[src/rtl/seg7_pkg.sv]
// Shared encodings for the 7-segment reader: active-low segment patterns (bit6=a .. bit0=g),
// special output codes and the scan FSM state type.
package seg7_pkg;

    localparam logic [6:0] SEG_0     = 7'b0000001;
    localparam logic [6:0] SEG_1     = 7'b1001111;
    localparam logic [6:0] SEG_2     = 7'b0010010;
    localparam logic [6:0] SEG_3     = 7'b0000110;
    localparam logic [6:0] SEG_4     = 7'b1001100;
    localparam logic [6:0] SEG_5     = 7'b0100100;
    localparam logic [6:0] SEG_6     = 7'b0100000;
    localparam logic [6:0] SEG_7     = 7'b0001111;
    localparam logic [6:0] SEG_8     = 7'b0000000;
    localparam logic [6:0] SEG_9     = 7'b0000100;
    localparam logic [6:0] SEG_BLANK = 7'b1111111;

    localparam logic [3:0] CODE_BLANK = 4'hF;
    localparam logic [3:0] CODE_ERR   = 4'hE;

    typedef enum logic [1:0] {
        IDLE,
        SETTLE,
        HOLD
    } state_t;

endpackage

[src/rtl/seg7_pattern_decode.sv]
// Active-low 7-segment pattern to BCD code; purely combinational, zero latency.
// No flow control: valid marks a 0-9 digit, err marks a pattern that is neither a digit nor blank.
module seg7_pattern_decode
    import seg7_pkg::*;
(
    input  logic [6:0] pattern,
    output logic [3:0] code,
    output logic       valid,
    output logic       err
);

    always_comb begin
        code  = CODE_ERR;
        valid = 1'b1;
        err   = 1'b0;
        case (pattern)
            SEG_0: code = 4'd0;
            SEG_1: code = 4'd1;
            SEG_2: code = 4'd2;
            SEG_3: code = 4'd3;
            SEG_4: code = 4'd4;
            SEG_5: code = 4'd5;
            SEG_6: code = 4'd6;
            SEG_7: code = 4'd7;
            SEG_8: code = 4'd8;
            SEG_9: code = 4'd9;
            SEG_BLANK: begin
                code  = CODE_BLANK;
                valid = 1'b0;
            end
            default: begin
                code  = CODE_ERR;
                valid = 1'b0;
                err   = 1'b1;
            end
        endcase
    end

endmodule

[src/rtl/seg7_scan_reader.sv]
// Passive reader of a multiplexed 7-seg display; capture lands STABLE_CYCLES+2 edges after inputs settle.
// No backpressure (sampling only); SEG7_DP_CAPTURE_EN adds decimal-point capture (dp_n / dp_out).
module seg7_scan_reader
    import seg7_pkg::*;
#(
    parameter int NUM_DIGITS    = 4,
    parameter int STABLE_CYCLES = 8
) (
    input  logic                      clk,
    input  logic                      rst_n,
    input  logic [6:0]                seg_n,
    input  logic [NUM_DIGITS-1:0]     an_n,
`ifdef SEG7_DP_CAPTURE_EN
    input  logic                      dp_n,
    output logic [NUM_DIGITS-1:0]     dp_out,
`endif
    output logic [4*NUM_DIGITS-1:0]   bcd_digits,
    output logic [NUM_DIGITS-1:0]     digit_valid,
    output logic                      seg_err,
    output logic                      frame_done
);

    localparam int IDX_W = (NUM_DIGITS > 1) ? $clog2(NUM_DIGITS) : 1;
`ifdef SEG7_DP_CAPTURE_EN
    localparam int BUS_W = 8;
`else
    localparam int BUS_W = 7;
`endif

    logic [BUS_W-1:0] bus_in;
`ifdef SEG7_DP_CAPTURE_EN
    assign bus_in = {dp_n, seg_n};
`else
    assign bus_in = seg_n;
`endif

    logic [BUS_W-1:0]        seg_meta_d, seg_meta_q, seg_sync_d, seg_sync_q, prev_seg_d, prev_seg_q;
    logic [NUM_DIGITS-1:0]   an_meta_d, an_meta_q, an_sync_d, an_sync_q, prev_an_d, prev_an_q;
    state_t                  state_d, state_q;
    logic [7:0]              cnt_d, cnt_q;
    logic [4*NUM_DIGITS-1:0] bcd_d, bcd_q;
    logic [NUM_DIGITS-1:0]   vld_d, vld_q, set_d, set_q;
    logic                    err_d, err_q, frame_d, frame_q;
    logic [3:0]              low_cnt;
    logic [IDX_W-1:0]        dig_idx;
    logic                    scan_ok, seg_same, an_same, capture, set_full;
    logic [3:0]              dec_code;
    logic                    dec_vld, dec_err;

    // Two-flop synchronizers plus a one-cycle history used for the stability compare.
    always_comb begin
        seg_meta_d = bus_in;
        seg_sync_d = seg_meta_q;
        an_meta_d  = an_n;
        an_sync_d  = an_meta_q;
        prev_seg_d = seg_sync_q;
        prev_an_d  = an_sync_q;
    end

    always_comb begin
        low_cnt = 4'd0;
        dig_idx = '0;
        for (int i = 0; i < NUM_DIGITS; i++) begin
            if (!an_sync_q[i]) begin
                low_cnt = low_cnt + 4'd1;
                dig_idx = IDX_W'(i);
            end
        end
    end

    assign scan_ok  = (low_cnt == 4'd1);
    assign seg_same = (seg_sync_q == prev_seg_q);
    assign an_same  = (an_sync_q == prev_an_q);
    assign set_full = &set_q;

    seg7_pattern_decode u_decode (
        .pattern (seg_sync_q[6:0]),
        .code    (dec_code),
        .valid   (dec_vld),
        .err     (dec_err)
    );

    always_comb begin
        state_d = state_q;
        cnt_d   = cnt_q;
        capture = 1'b0;
        case (state_q)
            IDLE: begin
                if (scan_ok) begin
                    state_d = SETTLE;
                    cnt_d   = 8'd1;
                end
            end
            SETTLE: begin
                if (!seg_same || !an_same || !scan_ok) begin
                    state_d = IDLE;
                    cnt_d   = 8'd0;
                end else if (cnt_q >= 8'(STABLE_CYCLES)) begin
                    capture = 1'b1;
                    state_d = HOLD;
                end else if (cnt_q != 8'hFF) begin
                    cnt_d = cnt_q + 8'd1;
                end
            end
            HOLD: begin
                // Only an anode change ends the dwell; a new legal anode starts settling at once.
                if (!an_same) begin
                    state_d = scan_ok ? SETTLE : IDLE;
                    cnt_d   = scan_ok ? 8'd1 : 8'd0;
                end
            end
            default: begin
                state_d = IDLE;
                cnt_d   = 8'd0;
            end
        endcase
    end

    always_comb begin
        bcd_d   = bcd_q;
        vld_d   = vld_q;
        err_d   = 1'b0;
        frame_d = set_full;
        set_d   = set_full ? '0 : set_q;
        if (capture) begin
            bcd_d[4*dig_idx +: 4] = dec_code;
            vld_d[dig_idx]        = dec_vld;
            err_d                 = dec_err;
            set_d[dig_idx]        = 1'b1;
        end
    end

    always_ff @(posedge clk or negedge rst_n) begin
        if (!rst_n) begin
            seg_meta_q <= '1;
            seg_sync_q <= '1;
            prev_seg_q <= '1;
            an_meta_q  <= '1;
            an_sync_q  <= '1;
            prev_an_q  <= '1;
            state_q    <= IDLE;
            cnt_q      <= 8'd0;
            bcd_q      <= '1;
            vld_q      <= '0;
            set_q      <= '0;
            err_q      <= 1'b0;
            frame_q    <= 1'b0;
        end else begin
            seg_meta_q <= seg_meta_d;
            seg_sync_q <= seg_sync_d;
            prev_seg_q <= prev_seg_d;
            an_meta_q  <= an_meta_d;
            an_sync_q  <= an_sync_d;
            prev_an_q  <= prev_an_d;
            state_q    <= state_d;
            cnt_q      <= cnt_d;
            bcd_q      <= bcd_d;
            vld_q      <= vld_d;
            set_q      <= set_d;
            err_q      <= err_d;
            frame_q    <= frame_d;
        end
    end

`ifdef SEG7_DP_CAPTURE_EN
    logic [NUM_DIGITS-1:0] dp_d, dp_q;

    always_comb begin
        dp_d = dp_q;
        if (capture) begin
            dp_d[dig_idx] = ~seg_sync_q[7];
        end
    end

    always_ff @(posedge clk or negedge rst_n) begin
        if (!rst_n) begin
            dp_q <= '0;
        end else begin
            dp_q <= dp_d;
        end
    end

    assign dp_out = dp_q;
`endif

    assign bcd_digits  = bcd_q;
    assign digit_valid = vld_q;
    assign seg_err     = err_q;
    assign frame_done  = frame_q;

endmodule

[config.mk]
export PLATFORM = sky130hd
export DESIGN_NAME = seg7_scan_reader
export DESIGN_NICKNAME = d
export VERILOG_FILES = /design/src/rtl/seg7_pkg.sv /design/src/rtl/seg7_pattern_decode.sv /design/src/rtl/seg7_scan_reader.sv
export SDC_FILE = /design/constraint.sdc
export NUM_CORES = 1
export LEC_CHECK = 0
export ABC_AREA = 0
export CORE_MARGIN = 2
export CORE_UTILIZATION = 55
export DETAILED_ROUTE_END_ITERATION = 6
export HOLD_SLACK_MARGIN = 0.05
export PLACE_DENSITY = 0.8
export SLEW_MARGIN = 20
export SYNTH_ARGS = -nofsm -noshare
export SYNTH_HDL_FRONTEND = slang
export SYNTH_SLANG_ARGS = --single-unit
[constraint.sdc]
create_clock -name clk -period 4.16 [get_ports clk]
set_input_delay 1.248 -clock clk [delete_from_list [all_inputs] [get_ports clk]]
set_output_delay 1.248 -clock clk [all_outputs]
set_load 0.005 [all_outputs]
==> results of run 1 <==
[path summary, 6_finish.rpt]
| path | cells after the start | end | startpoint | slack, ns |
|---|---|---|---|---|
| max | 10 | bcd_digits[9] | an_sync_q[0] | 0.39 |
| min | 0 | prev_seg_d[5] | seg_meta_q[5] | 0.35 |
| max reg2reg | 10 | bcd_digits[9] | an_sync_q[0] | 0.39 |
| min reg2reg | 0 | prev_seg_d[5] | seg_meta_q[5] | 0.35 |
| max in group asynchronous | 2 | an_meta_q[0] | rst_n | 2.27 |
| min in group asynchronous | 1 | cnt_q[0] | rst_n | 0.98 |
[flip-flops by register name, summed over array words and instances (netlist names)]
name         count
frame_done       1
digit_valid      4
state_q          2
prev_seg_d       7
seg_err          1
an_sync_q        4
seg_meta_q       7
set_q            4
bcd_digits      16
cnt_q            8
prev_seg_q       7
prev_an_q        4
an_meta_q        4
[power groups by stage]
| stage | clock, mW | sequential, mW | combinational, mW |
|---|---|---|---|
| floorplan | 0 | 0.731 | 0.0740 |
| global placement | 0 | 0.744 | 0.0989 |
| detailed placement | 0 | 0.747 | 0.103 |
| CTS | 0.647 | 0.736 | 0.104 |
| global route | 0.672 | 0.740 | 0.119 |
| finish | 0.638 | 0.736 | 0.103 |
[final cells by class]
cell class                 instances  area share
clock inverter                     4      0.0219
inverter                          14      0.0151
multi-input combinational        149       0.276
clock buffer                      12      0.0478
timing repair buffer              36       0.101
sequential                        69       0.514
tap                               70      0.0252
[metal layers]
| metal | vias up | wire length, um | GRT usage |
|---|---|---|---|
| met1 | 933 | 2300 | 0.253 |
| met3 | 10 | 229 | 0.0415 |
| met2 | 37 | 2450 | 0.308 |
| met5 | - | 0 | 0 |
| met4 | 0 | 102 | 0.102 |
| li1 | 897 | - | - |
[through the flow]
step / total power, mW / util / worst slack (ns) / std cells
floorplan: 0.805 / - / 0.699 / 244
global placement: 0.843 / 0.638 / 0.556 / 338
detailed placement: 0.850 / 0.638 / 0.458 / 338
CTS: 1.49 / 0.686 / 0.397 / 354
global route: 1.53 / 0.686 / 0.233 / 354
finish: 1.48 / 0.686 / 0.388 / 354
[logic make-up (layout without fill, tap and decap cells)]
family | count (synthesis) | in the layout | synth area share
AOI/OAI and AO/OA | 40 | 40 | 0.0955
xor gates and xnor gates | 13 | 13 | 0.0397
adders and majority gates | 5 | 5 | 0.0218
buffers and inverters | 26 | 66 | 0.0427
DFF | 69 | 69 | 0.623
muxes | 9 | 9 | 0.0349
and+or+nand+nor | 82 | 82 | 0.143
[layout by cell type (no fill, tap or decap), drive strengths merged, types with 3 or more instances in the layout]
cell type / n
nand2: 30
nor3: 4
nor2: 17
o31ai: 3
nor3b: 3
o21ai: 16
ha: 5
or3: 4
dfrtp: 20
buf: 3
clkbuf: 12
a21oi: 7
inv: 15
nor2b: 3
mux2i: 4
dfstp: 49
nand4: 6
xnor2: 13
clkdlybuf4s50: 33
mux2: 5
==> impl_metrics.toml, run 1 <==
[layout]
final.fill_count = 379
layout.area.seq_um2 = 1790
n_diodes = 0
fin_area_um2 = 3480
multi_input_area_um2 = 960
layout-area-overhead-vs-synth_pct = 21.3
post_route_cells_drive_above_1_share = 0.271
final_nets = 297

[routing]
detailroute.via_count = 1877
avgViaCountPerCell = 5.30
detail_route.drc_violations = 0
drt-total-wl_um = 5080
wl_per_cell_um = 14.4
drt_iter0_drc = 71
detail_route.first_pass.iterations = 4
ant_nets = 0

[logic_synthesis]
cell_with_the_most_instances_after_synthesis = "dfstp_2"
synth_area_leader_cell = "dfstp_2"
post_synthesis_cell_count = 244
postSynth.asyncResetShare = 1.00
synth-seq-area-share = 0.623
synthesis.yosys.warnings = 0
synth-seq-cells = 69
synth_edf_count = 0
post_synth.cell_area_avg_um2 = 11.8
synth.area.top_cells = "dfstp_2 45%, dfrtp_1 17%, xnor2_1 4.0%"
synth.top_cell.area_share = 0.449
synth_flop_cell = "dfstp_2"
netlist-cell-type-count = 45
synthesis.area_um2 = 2870
netlist_top_cells_count = "49 x dfstp_2, 30 x nand2_1, 20 x dfrtp_1, 17 x nor2_1, 16 x o21ai_0"
synthesis.nets = 262

[clocking]
worst_setup_hold_path_clk_slew_ns = 0.07
clkSinkCount = 69
cts-hold-fix-buffers = 0
cts_repair_resize_count = 0
max_buffers_root_to_sink = 2
cts_tree = "done"
h-tree-depth = 3
tritoncts.num_buffers = 9
cts_setup_buffers = 0
clock_insertion_delay_worst_skew_ns = 0.34
clock-root-buffer = "clkbuf_8"

[die]
rows = 26
coreArea_um2 = 5070
die-height_um = 76.2
die_x_extent_um = 76.2
num_io_pins = 35
die_area_um2 = 5810
starting_utilization_of_the_core_area = 0.566

[setup_path]
type_of_destination_of_the_critical_path = "flip-flop"
cp_common_cell = "ha_1"
timing_worst_setup_path_type = "flip-flop to flip-flop"
critical-path-max-stage-delay_ns = 0.63
crit_chain = "inv_1 > ha_1 > xnor2_1 > ha_1 > or3_1 > o211ai_2 > o311ai_4 > or4b_1 > or3b_1 > mux2_4"
critical_path_arrival_ns = 4.04
worst_ep_required_time_ns = 4.43
worst-path-buf-inv = 1
cpLargestDelayFamily = "simple AND/OR/NAND/NOR gates"
cp_slowest_cell = "or4b_1"
critPathLaunchType = "flip-flop"
crit_path_max_fanout = 10

[power_and_ir_drop]
swShare = 0.223
power.share.combinational = 0.070
powerDensity_nw_per_um2 = 424
ir_drop_mv = 0.268
clock_power_share = 0.432
power.internal_mw = 1.15
power.net_switching_uw = 329
total_leakage_power_nw = 1.45
seqPwrFrac = 0.498

[timing]
totalNegativeSetupSlack_ns = 0
worst-slew-pin-transition_ns = 0.786
final_min_period_over_clock_period = 0.907
grt_setup_unrepaired = "false"
hold_viol = 0
relSlewSlack = 0.470
period_needed_ns = 3.77
fmax_ghz = 0.265
hold_ws_ns = 0.354
finalMaxSlewViolations = 0
setup_violations = 0
fin_worst_skew_ns = 0.00737

[global_route]
grt_overflow_total = 0
track_usage = 0.194
number_of_global_route_vias_before_repair = 1849
number_of_antenna_violations_at_the_first_check_in_global_routing = 0
first_pass_grt_wire_length_um = 8830
grt_max_degree = 39

[placement]
dp_hpwl_um = 3460
gpl.final_weighted_congestion = 0.828
postPlaceCellArea_um2 = 3240
portBuffers = 34

[job]
drv_cap = 0

[status]
run_status = "finished clean"

[hold_path]
worst_hold_path_type = "flip-flop to flip-flop"
No activity file was read; power rests on OpenSTA's default activity.
==> run 2, diff against run 1 <==
- CORE_MARGIN: 2 -> default
==> impl_metrics.toml, run 2 (synthesis gave the netlist of run 1 again) <==
[setup_path]
crit_path_max_fanout = 10
type_of_destination_of_the_critical_path = "flip-flop"
worst_ep_required_time_ns = 4.43
critical_path_arrival_ns = 4.01
setup.reg_to_reg.worst_slack_ns = 0.42
timing_worst_setup_path_type = "flip-flop to flip-flop"
critPathLaunchType = "flip-flop"

[power_and_ir_drop]
clock_power_share = 0.399
swShare = 0.239
ir_drop_mv = 0.302
powerDensity_nw_per_um2 = 405
seqPwrFrac = 0.527
power.net_switching_uw = 333
power.internal_mw = 1.06
power.share.combinational = 0.074
total_leakage_power_nw = 1.44

[clocking]
tritoncts.num_buffers = 9
clock_insertion_delay_worst_skew_ns = 0.34
worst_setup_hold_path_clk_slew_ns = 0.07
cts_repair_resize_count = 0
clkSinkCount = 69
cts_tree = "done"
cts-hold-fix-buffers = 0
h-tree-depth = 3
cts_setup_buffers = 0
clock-root-buffer = "clkbuf_8"
max_buffers_root_to_sink = 2

[routing]
detail_route.first_pass.iterations = 5
drt-total-wl_um = 5070
detail_route.drc_violations = 0
detailroute.via_count = 1846
wl_per_cell_um = 14.4
ant_nets = 0
avgViaCountPerCell = 5.24
drt_iter0_drc = 59

[global_route]
track_usage = 0.213
groute.layer.met2.usage = 0.323
grt_util_met1 = 0.286
first_pass_grt_wire_length_um = 8520
global_routing_usage_on_met3 = 0.0759
grt_busiest_layer = "met2"
number_of_global_route_vias_before_repair = 1813
grt_overflow_total = 0
number_of_antenna_violations_at_the_first_check_in_global_routing = 0
grt_max_degree = 40

[timing]
grt_setup_unrepaired = "false"
worst-slew-pin-transition_ns = 0.829
relSlewSlack = 0.440
worst_slack_ns = 0.423
finalMaxSlewViolations = 0
final_min_period_over_clock_period = 0.898
period_needed_ns = 3.74
fmax_ghz = 0.268
hold_viol = 0
totalNegativeSetupSlack_ns = 0
setup_violations = 0
hold_ws_ns = 0.356
fin_worst_skew_ns = 0.00766

[layout]
layout.cells.most_common = "dfstp_2"
layout-area-overhead-vs-synth_pct = 20.3
largest_register_ff_count = 16
final_nets = 298
fin_area_um2 = 3450
final.fill_count = 360
highest_count_cells_in_the_layout_ignoring_fill_and_taps = "49 x dfstp_2, 33 x clkdlybuf4s50_1, 30 x nand2_1"
post_layout_nonfiller_instances = 352
n_diodes = 0
post_route_cells_drive_above_1_share = 0.277

[placement]
placed_cells_incl_taps = 336
gpl.final_weighted_congestion = 0.864
portBuffers = 34
postPlaceCellArea_um2 = 3240
dp_hpwl_um = 3460
dpl_worst_slack_ns = 0.436

[job]
drv_cap = 0

[die]
coreArea_um2 = 4880
die-height_um = 74.2
die_area_um2 = 5510
rows = 25
starting_utilization_of_the_core_area = 0.588
die_x_extent_um = 74.2
num_io_pins = 35

[status]
run_status = "finished clean"

[hold_path]
worst_hold_path_type = "flip-flop to flip-flop"
## run 2: cell types whose count changed in the layout (fill, tap and decap cells not counted), sizes merged
| cell | change |
|---|---|
| bufinv | -1 |
| clkbuf | -1 |
| inv | -1 |
| buf | +1 |
| clkinvlp | +1 |
| clkinv | +2 |
## run 2: path summary, 6_finish.rpt
path	startpoint	end	depth (start not counted)
setup / recovery	an_sync_q[1]	bcd_digits[9]	10
hold / removal	seg_meta_q[1]	prev_seg_d[1]	0
setup reg to reg	an_sync_q[1]	bcd_digits[9]	10
hold reg to reg	seg_meta_q[1]	prev_seg_d[1]	0
max in group asynchronous	rst_n	prev_seg_q[2]	2
min in group asynchronous	rst_n	cnt_q[1]	1
## run 2: final cells by class
type | count | area (um2) | share of cell area
clock buffer | 11 | 151 | 0.0439
tap | 67 | 83.8 | 0.0243
multi-input combinational | 149 | 960 | 0.278
inverter | 14 | 52.6 | 0.0152
sequential | 69 | 1790 | 0.518
clock inverter | 5 | 58.8 | 0.0170
timing repair buffer | 37 | 358 | 0.104
## run 2: power groups by stage
stage                     clock (mW)  sequential, mW  combinational [mW]
after floorplan                    0           0.731              0.0740
after global placement             0           0.744              0.0991
after detailed placement           0           0.747               0.103
after CTS                      0.570           0.736               0.104
after global routing           0.601           0.740               0.117
final                          0.558           0.736               0.103
## run 2: critical path, stage by stage (launching register included)
cell      delay (ns)
dfstp_2         0.58
inv_1           0.07
ha_1            0.37
xnor2_1         0.17
ha_1            0.32
or3_1           0.34
o211ai_2        0.11
o311ai_4        0.16
or4b_1          0.63
or3b_1          0.57
mux2_4          0.34
## run 2: routing by layer
metal	routed length [um]	vias to the layer above
met5	0	-
met4	58	0
met3	206	7
met2	2440	40
met1	2370	895
li1	-	904
## run 2: metrics by stage
step	utilization	power [mW]
2_1_floorplan	-	0.805
4_1_cts	0.707	1.41
5_1_grt	0.707	1.46
3_5_place_dp	0.664	0.850
3_3_place_gp	0.664	0.843
6_report	0.707	1.40
==> run 3, diff against run 2 <==
- CORE_UTILIZATION: 55 -> 60
- DONT_BUFFER_PORTS: default -> 1
- PLACE_DENSITY: 0.8 -> 0.77
==> impl_metrics.toml, run 3 (synthesis gave the netlist of run 1 again) <==
[timing]
totalNegativeSetupSlack_ns = 0
worst_slack_ns = 0.448
grt_setup_unrepaired = "false"
worst-slew-pin-transition_ns = 0.759
hold_viol = 0
fmax_ghz = 0.269
final_min_period_over_clock_period = 0.892
relSlewSlack = 0.487
setup_violations = 0
fin_worst_skew_ns = 0.00585
period_needed_ns = 3.71
hold_ws_ns = 0.354
finalMaxSlewViolations = 0

[clocking]
tritoncts.num_buffers = 9
cts_tree = "done"
clkSinkCount = 69
clock-root-buffer = "clkbuf_8"
cts_repair_resize_count = 0
worst_setup_hold_path_clk_slew_ns = 0.07
h-tree-depth = 3
cts_setup_buffers = 0
clock_insertion_delay_worst_skew_ns = 0.34
max_buffers_root_to_sink = 2
cts-hold-fix-buffers = 0

[routing]
wl_per_cell_um = 15.6
avgViaCountPerCell = 5.85
detailroute.via_count = 1768
detail_route.drc_violations = 0
detail_route.first_pass.iterations = 4
drt_iter0_drc = 71
drt-total-wl_um = 4710
ant_nets = 0

[power_and_ir_drop]
ir_drop_mv = 0.266
total_leakage_power_nw = 1.34
powerDensity_nw_per_um2 = 472

[layout]
largest_register_ff_count = 16
post_route_cells_drive_above_1_share = 0.304
final.fill_count = 320
n_diodes = 0
layout.cells.most_common = "dfstp_2"
highest_count_cells_in_the_layout_ignoring_fill_and_taps = "49 x dfstp_2, 30 x nand2_1, 20 x dfrtp_1"
layout-area-overhead-vs-synth_pct = 8.94
final_nets = 263
final_core_util = 0.699

[die]
coreArea_um2 = 4470
starting_utilization_of_the_core_area = 0.641
rows = 24
num_io_pins = 35
die_x_extent_um = 71.2
die-height_um = 71.2
die_area_um2 = 5060

[global_route]
grt_util_met1 = 0.266
track_usage = 0.210
grt_max_degree = 70
number_of_antenna_violations_at_the_first_check_in_global_routing = 0
grt_busiest_layer = "met2"
global_routing_usage_on_met3 = 0.108
number_of_global_route_vias_before_repair = 1629
groute.layer.met2.usage = 0.311
first_pass_grt_wire_length_um = 7790
grt_overflow_total = 0

[setup_path]
critPathLaunchType = "flip-flop"
reg_to_reg_end = "bcd_digits[9]"
worst-path-buf-inv = 1
type_of_destination_of_the_critical_path = "flip-flop"
cp_slowest_cell = "or4b_1"
worstReg2RegStart = "an_sync_q[1]"
cpLargestDelayFamily = "simple AND/OR/NAND/NOR gates"
crit_path_max_fanout = 10
worst_ep_required_time_ns = 4.43
critical_path_arrival_ns = 3.99
timing_worst_setup_path_type = "flip-flop to flip-flop"
critical-path-max-stage-delay_ns = 0.64
r2r_cells = 10
setup.reg_to_reg.worst_slack_ns = 0.45
cp.depth = 10
crit_chain = "inv_1 > ha_1 > xnor2_1 > ha_1 > or3_1 > o211ai_2 > o311ai_4 > or4b_1 > or3b_1 > mux2_4"
cp_common_cell = "ha_1"

[status]
run_status = "finished clean"

[placement]
dp_hpwl_um = 3100
gpl.final_weighted_congestion = 0.742
portBuffers = 0
dpl_worst_slack_ns = 0.474

[hold_path]
hold_path.startpoint = "seg_meta_q[4]"
worstHoldPathCells = 0
worst_hold_path_type = "flip-flop to flip-flop"
min_delay_worst_endpoint = "prev_seg_d[4]"

[job]
drv_cap = 0
## run 3: layer usage
| layer | routed length (um) | vias to the layer above | share of wire |
|---|---|---|---|
| met1 | 2140 | 884 | 0.45 |
| met2 | 2210 | 46 | 0.47 |
| met3 | 289 | 8 | 0.061 |
| li1 | - | 830 | - |
| met4 | 73 | 0 | 0.015 |
| met5 | 0 | - | 0 |
## run 3: stage by stage
stage / instance area (um2) / total power [mW] / cells
2_1_floorplan: 2870 / 0.805 / 244
6_report: 3130 / 1.48 / 302
5_1_grt: 3130 / 1.53 / 302
4_1_cts: 3130 / 1.49 / 302
3_3_place_gp: 2880 / 0.820 / 286
3_5_place_dp: 2880 / 0.824 / 286
## run 3: worst max path at each step
stage                      start       endpoint
floorplan           an_sync_q[0]  bcd_digits[9]
global placement    an_sync_q[1]  bcd_digits[9]
detailed placement  an_sync_q[0]  bcd_digits[9]
CTS                 an_sync_q[1]  bcd_digits[9]
global route        an_sync_q[1]  bcd_digits[9]
finish              an_sync_q[1]  bcd_digits[9]
## run 3: power by group
part,switching [mW],internal [mW]
logic,0.0422,0.0365
clock network,0.245,0.417
registers,0.0268,0.708
total,0.314,1.16
## run 3: worst register-to-register path: stages, from the launching register on
cell and delay [ns]:
dfstp_2 0.57, inv_1 0.06, ha_1 0.36, xnor2_1 0.17, ha_1 0.31, or3_1 0.33, o211ai_2 0.10, o311ai_4 0.16
or4b_1 0.64, or3b_1 0.59, mux2_4 0.35
## run 3: layout make-up
cell class                 count  area, um2  area share
tap                           52       65.1      0.0208
timing repair buffer           2       15.0     0.00480
clock buffer                  11        141      0.0452
sequential                    69       1790       0.572
clock inverter                 5        105      0.0336
inverter                      14       52.6      0.0168
multi-input combinational    149        960       0.307
